===== src/rtl/regfile_write_arbiter_pkg.sv =====
// Shared types and default sizing for the register-file write arbiter and its
// busy-register scoreboard.
package regfile_write_arbiter_pkg;

   localparam int DEFAULT_DATA_WIDTH   = 64;
   localparam int DEFAULT_ADDR_WIDTH   = 5;
   localparam int DEFAULT_REG_DEPTH    = 32;
   localparam int DEFAULT_STARVE_LIMIT = 4;

   typedef enum logic {
      ST_A_PRIO = 1'b0,
      ST_B_PRIO = 1'b1
   } arb_state_e;

   // Width of a counter that must be able to hold the value 'limit'.
   function automatic int starve_cnt_width(input int limit);
      return (limit < 1) ? 1 : $clog2(limit + 1);
   endfunction

endpackage


===== src/rtl/regfile_write_arbiter_scoreboard.sv =====
// Busy-register scoreboard: one bit per architectural register, set on issue of
// a long-latency op and cleared when that unit writes back; x0 is never busy.
module regfile_scoreboard
   import regfile_write_arbiter_pkg::*;
#(
   parameter int ADDR_WIDTH = DEFAULT_ADDR_WIDTH,
   parameter int REG_DEPTH  = DEFAULT_REG_DEPTH
) (
   input  logic                  i_clk,
   input  logic                  i_rst,
   input  logic                  i_set_valid,
   input  logic [ADDR_WIDTH-1:0] i_set_addr,
   input  logic                  i_clr_valid,
   input  logic [ADDR_WIDTH-1:0] i_clr_addr,
   input  logic [ADDR_WIDTH-1:0] i_rs1_addr,
   input  logic [ADDR_WIDTH-1:0] i_rs2_addr,
   output logic                  o_hazard
);

   logic [REG_DEPTH-1:0] busy_q;
   logic [REG_DEPTH-1:0] busy_d;
   logic [REG_DEPTH-1:0] hit1;
   logic [REG_DEPTH-1:0] hit2;

   generate
      for (genvar gi = 0; gi < REG_DEPTH; gi++) begin : g_bit
         if (gi == 0) begin : g_zero
            assign busy_d[gi] = 1'b0;
         end else begin : g_reg
            // Set is ORed after the clear so an issue racing a writeback wins.
            assign busy_d[gi] = (i_set_valid && (i_set_addr == ADDR_WIDTH'(gi)))
                              | (busy_q[gi] && !(i_clr_valid && (i_clr_addr == ADDR_WIDTH'(gi))));
         end
         assign hit1[gi] = busy_q[gi] && (i_rs1_addr == ADDR_WIDTH'(gi));
         assign hit2[gi] = busy_q[gi] && (i_rs2_addr == ADDR_WIDTH'(gi));
      end
   endgenerate

   assign o_hazard = (|hit1) | (|hit2);

   always_ff @(posedge i_clk) begin
      if (i_rst) begin
         busy_q <= '0;
      end else begin
         busy_q <= busy_d;
      end
   end

endmodule


===== src/rtl/regfile_write_arbiter.sv =====
// Two-requester register-file write arbiter with starvation-forced priority swap,
// a registered write port and a busy-register hazard scoreboard.
module regfile_write_arbiter
   import regfile_write_arbiter_pkg::*;
#(
   parameter int DATA_WIDTH   = DEFAULT_DATA_WIDTH,
   parameter int ADDR_WIDTH   = DEFAULT_ADDR_WIDTH,
   parameter int REG_DEPTH    = DEFAULT_REG_DEPTH,
   parameter int STARVE_LIMIT = DEFAULT_STARVE_LIMIT
) (
   input  logic                  i_clk,
   input  logic                  i_rst,
   input  logic                  i_a_valid,
   input  logic [ADDR_WIDTH-1:0] i_a_addr,
   input  logic [DATA_WIDTH-1:0] i_a_data,
   output logic                  o_a_ready,
   input  logic                  i_b_valid,
   input  logic [ADDR_WIDTH-1:0] i_b_addr,
   input  logic [DATA_WIDTH-1:0] i_b_data,
   output logic                  o_b_ready,
   input  logic                  i_issue_valid,
   input  logic [ADDR_WIDTH-1:0] i_issue_addr,
   input  logic [ADDR_WIDTH-1:0] i_rs1_addr,
   input  logic [ADDR_WIDTH-1:0] i_rs2_addr,
   output logic                  o_hazard,
   output logic                  o_write_en,
   output logic [ADDR_WIDTH-1:0] o_write_addr,
   output logic [DATA_WIDTH-1:0] o_write_data
);

   localparam int CNT_W = starve_cnt_width(STARVE_LIMIT);

   arb_state_e            state_q, state_d;
   logic [CNT_W-1:0]      starve_q, starve_d;
   logic                  a_xfer;
   logic                  b_xfer;
   logic                  b_blocked;
   logic                  wr_en_q, wr_en_d;
   logic [ADDR_WIDTH-1:0] wr_addr_q, wr_addr_d;
   logic [DATA_WIDTH-1:0] wr_data_q, wr_data_d;

   always_comb begin
      o_a_ready = 1'b0;
      o_b_ready = 1'b0;
      if (!i_rst) begin
         if (state_q == ST_A_PRIO) begin
            o_a_ready = 1'b1;
            o_b_ready = ~i_a_valid;
         end else begin
            o_b_ready = 1'b1;
            o_a_ready = ~i_b_valid;
         end
      end
   end

   assign a_xfer    = i_a_valid & o_a_ready;
   assign b_xfer    = i_b_valid & o_b_ready;
   assign b_blocked = (state_q == ST_A_PRIO) & i_b_valid & ~o_b_ready;

   always_comb begin
      state_d  = state_q;
      starve_d = starve_q;
      if (b_xfer) begin
         starve_d = '0;
      end else if (b_blocked) begin
         starve_d = starve_q + CNT_W'(1);
      end
      case (state_q)
         ST_A_PRIO: if (b_blocked && (starve_q == CNT_W'(STARVE_LIMIT - 1))) state_d = ST_B_PRIO;
         ST_B_PRIO: if (b_xfer) state_d = ST_A_PRIO;
         default:   state_d = ST_A_PRIO;
      endcase
   end

   // Address and data follow every transfer, including x0 writes; only the enable is suppressed.
   always_comb begin
      wr_en_d   = 1'b0;
      wr_addr_d = wr_addr_q;
      wr_data_d = wr_data_q;
      if (a_xfer) begin
         wr_en_d   = (i_a_addr != '0);
         wr_addr_d = i_a_addr;
         wr_data_d = i_a_data;
      end else if (b_xfer) begin
         wr_en_d   = (i_b_addr != '0);
         wr_addr_d = i_b_addr;
         wr_data_d = i_b_data;
      end
   end

   always_ff @(posedge i_clk) begin
      if (i_rst) begin
         state_q   <= ST_A_PRIO;
         starve_q  <= '0;
         wr_en_q   <= 1'b0;
         wr_addr_q <= '0;
         wr_data_q <= '0;
      end else begin
         state_q   <= state_d;
         starve_q  <= starve_d;
         wr_en_q   <= wr_en_d;
         wr_addr_q <= wr_addr_d;
         wr_data_q <= wr_data_d;
      end
   end

   assign o_write_en   = wr_en_q;
   assign o_write_addr = wr_addr_q;
   assign o_write_data = wr_data_q;

   regfile_scoreboard #(
      .ADDR_WIDTH (ADDR_WIDTH),
      .REG_DEPTH  (REG_DEPTH)
   ) u_scoreboard (
      .i_clk       (i_clk),
      .i_rst       (i_rst),
      .i_set_valid (i_issue_valid),
      .i_set_addr  (i_issue_addr),
      .i_clr_valid (b_xfer),
      .i_clr_addr  (i_b_addr),
      .i_rs1_addr  (i_rs1_addr),
      .i_rs2_addr  (i_rs2_addr),
      .o_hazard    (o_hazard)
   );

endmodule


===== config.mk =====
export PLATFORM = sky130hd
export DESIGN_NAME = regfile_write_arbiter
export DESIGN_NICKNAME = d
export VERILOG_FILES = /design/src/rtl/regfile_write_arbiter_pkg.sv /design/src/rtl/regfile_write_arbiter_scoreboard.sv /design/src/rtl/regfile_write_arbiter.sv
export SDC_FILE = /design/constraint.sdc
export NUM_CORES = 1
export LEC_CHECK = 0
export CORE_ASPECT_RATIO = 2
export CORE_MARGIN = 2
export CORE_UTILIZATION = 46
export CTS_CLUSTER_SIZE = 24
export DETAILED_ROUTE_END_ITERATION = 12
export PLACE_DENSITY = 0.89
export SYNTH_ARGS = -nofsm -noshare
export SYNTH_HDL_FRONTEND = slang
export SYNTH_SLANG_ARGS = --single-unit

===== constraint.sdc =====
create_clock -name i_clk -period 5.5 [get_ports i_clk]
set_input_delay 1.65 -clock i_clk [delete_from_list [all_inputs] [get_ports i_clk]]
set_output_delay 1.65 -clock i_clk [all_outputs]
set_load 0.05 [all_outputs]

==> out/metrics.cfg <==
[grt]
grt_pass1_wl_um=29900
grt_pass1_vias=5774
antenna_found_initial=1
grt_max_degree=106
grt_overflow=0
gr-usage-all-layers=0.314

[die]
start_util=0.471
die-height_um=154
io-pin-count=231
core_area_um2=10900
rows=54
dieArea_um2=12100
dieWidth_um=78.9

[clock_network]
clkLatencyLatePin_ps=350
ctsResizeCount=0
cts-root-to-sink-buffers=2
total_cts_buffers=9
cts_tree=yes
post-cts-setup-buffer-count=0
clock_tree.htree_level_count=3
count_of_clock_tree_sinks=105
cts_hold_bufs=0
root_buffer=sky130_fd_sc_hd__clkbuf_16
worst_setup_hold_path_clk_slew_ps=70

[setup_path]
timing.critical_path.cells=clkdlybuf4s50_1 > or3b_1 > a211oi_1 > nor4_1 > a221oi_1 > nor2_1 > nand3_1 > buf_12
critical_path_top_delay_cell=sky130_fd_sc_hd__clkdlybuf4s50_1
cp_slowest_stage_delay_ps=590
worst_ep_arrival_time_ps=3630
worstSetupStartpointType=input port
worst-setup-path-type=in2out
worstSetupEndpointType=output port
cp_max_fanout=12
critPathRequiredTime_ps=3850

[detailed_routing]
drt-pass1-iter-count=7
route.detailed.wl_per_inst_um=18.7
drtAntennaViolNets=0
vias=5960
drcViolationCount=0
initialDrtViolationCount=501
viasPerCell=5.83
finalWirelength_um=19100

[logic_synthesis]
postSynth.asyncResetShare=0
synthesis.yosys.warnings=0
synth_fp_nets=836
synth_adder_area_share=0.00485
register_bit_total_from_synthesis=105
biggest_area_consumer_among_synthesized_cells=sky130_fd_sc_hd__dfxtp_1
synth_flop_cell=sky130_fd_sc_hd__dfxtp_1
synth_top_family_by_area=simple AND/OR/NAND/NOR gates
area_fraction_in_compound_gates_after_synthesis=0.227
synthTopCellsByCount=sky130_fd_sc_hd__nand2_1 (172), sky130_fd_sc_hd__dfxtp_1 (105), sky130_fd_sc_hd__nor2_1 (85)
synthXorXnorAreaFrac=0
synth-simple-area-share=0.268
synth_edf_count=0
syn_area_per_cell_um2=7.63
synth_sequential_area_ratio=0.408
synth_area_um2=5160
synth.area.mux_share=0.0408
syn_inst=676
synthMostInstantiatedCell=sky130_fd_sc_hd__nand2_1
synth.distinct_cells=50
synth_largest_type_area_fraction=0.408
biggest_area_contributors_in_the_synthesized_netlist=sky130_fd_sc_hd__dfxtp_1 (41%), sky130_fd_sc_hd__nand2_1 (13%), sky130_fd_sc_hd__a311oi_1 (11%), sky130_fd_sc_hd__nor2_1 (6.2%), sky130_fd_sc_hd__a21oi_1 (4.0%)

[power_and_ir_drop]
leakagePower_nw=2.73
power.density_nw_per_um2=249
post-layout-total-power_mw=1.94
ir_drop_mv=0.216

[status]
status=completed

[timing]
hold_viol_final=0
rsz0062_at_grt=false
fin_crit_ps=5280
count_of_pins_over_their_slew_limit=0
final-setup-viol-count=0
worst_clock_skew_ps=4.03
clock.fmax_ghz=0.189
period_share=0.960
totalNegativeSetupSlack_ps=0
max_slew_margin=0.235
transition_at_the_pin_with_the_smallest_max_transition_slack_ps=1150
setup_slack_ps=218

[flow_run]
drv.max_cap_violation_count=0

[final_layout]
final_nets=1036
layout-drive-gt1-share=0.0522
syn2layout_area_growth_pct=51.2
n_fill_cell=832
final-instance-count-excl-fill=1022

[place]
half_perimeter_wire_length_of_the_detailed_placement_result_um=14100
place.port_buffers=230
routabilityCongestion=0.952
post-place-cells=1005
preCtsSetupSlack_ps=195

[hold_path]
holdCritPathClass=reg2reg

[worst paths after layout]
check,from,end,slack [ps],cells after the start
setup reg to reg,state_q,o_write_data[26],3260,6
hold / removal,o_write_addr[0],o_write_addr[0],470,2
setup / recovery,i_rs1_addr[1],o_hazard,220,8
hold reg to reg,o_write_addr[0],o_write_addr[0],470,2
[cell families (layout without fill, tap and decap cells)]
| group | count (synthesis) | in the layout |
|---|---|---|
| adder cells (fa/ha/maj) | 2 | 2 |
| flip-flops | 105 | 105 |
| buffers and inverters | 61 | 266 |
| AO/OA/AOI/OAI | 171 | 171 |
| AND/OR/NAND/NOR | 319 | 319 |
| multiplexers | 18 | 18 |
| other | 0 | 1 |
[final cells by class]
class,count,area (µm²),share of cell area
Multi-Input combinational cell,510,2800,0.359
Timing Repair Buffer,243,2410,0.309
Sequential cell,105,2100,0.270
Clock buffer,11,253,0.0324
Tap cell,140,175,0.0225
Clock inverter,5,30.0,0.00385
Inverter,7,26.3,0.00337
Antenna cell,1,2.50,0.000321
[where the power goes]
part	switching, mW	internal (mW)	leakage (nW)
Combinational	0.285	0.216	1.73
Clock	0.286	0.330	0.137
Sequential	0.0246	0.802	0.861
[layer usage]
layer,part of all wire,vias to the layer above,wire length [µm],track usage
met3,0.083,76,1590,0.0833
met1,0.34,2740,6560,0.341
li1,-,2804,-,-
met4,0.053,0,1020,0.156
met2,0.52,340,9930,0.552
met5,0,-,0,0
[stage by stage]
| stage | util | hold slack [ps] | instance area (µm²) |
|---|---|---|---|
| 2_1_floorplan | - | 449 | 5160 |
| 3_3_place_gp | 0.686 | 453 | 7510 |
| 3_5_place_dp | 0.686 | 458 | 7510 |
| 4_1_cts | 0.712 | 467 | 7790 |
| 5_1_grt | 0.713 | 489 | 7800 |
| 6_report | 0.713 | 467 | 7800 |
[sequential cells by signal, summed over array words and instances, names as in the netlist]
register             count
state_q                  1
starve_q                 3
o_write_data            64
o_write_en               1
o_write_addr             5
u_scoreboard.busy_q     31
[placed cells by master (no fill, tap or decap), drive strengths merged, types with 2 or more instances in the layout]
master,netlist,final
nand4bb,2,2
nand4,3,3
nand2b,11,11
o32ai,3,3
o211ai,2,2
nand4b,2,2
and2,2,2
a211oi,2,2
a22oi,5,5
mux4,2,2
a31oi,6,6
or3,4,4
clkinvlp,0,2
nor2,85,85
o21ai,38,38
o22ai,2,2
nor3b,2,2
a221oi,2,2
dfxtp,105,105
nor2b,6,6
or2,5,5
inv,7,7
mux2i,12,12
a21oi,41,41
clkbuf,25,11
buf,29,16
mux2,4,4
nand2,172,172
nor3,5,5
nand3,11,11
ha,2,2
clkdlybuf4s50,0,226
a311oi,66,66
nand3b,2,2
clkinv,0,3
[critical path, delay by kind of cell]
family	cells	cell delay, ps
AOI/OAI and AO/OA	2	510
buffers and inverters	2	740
and+or+nand+nor	4	730
No activity file was read; power rests on OpenSTA's default activity.
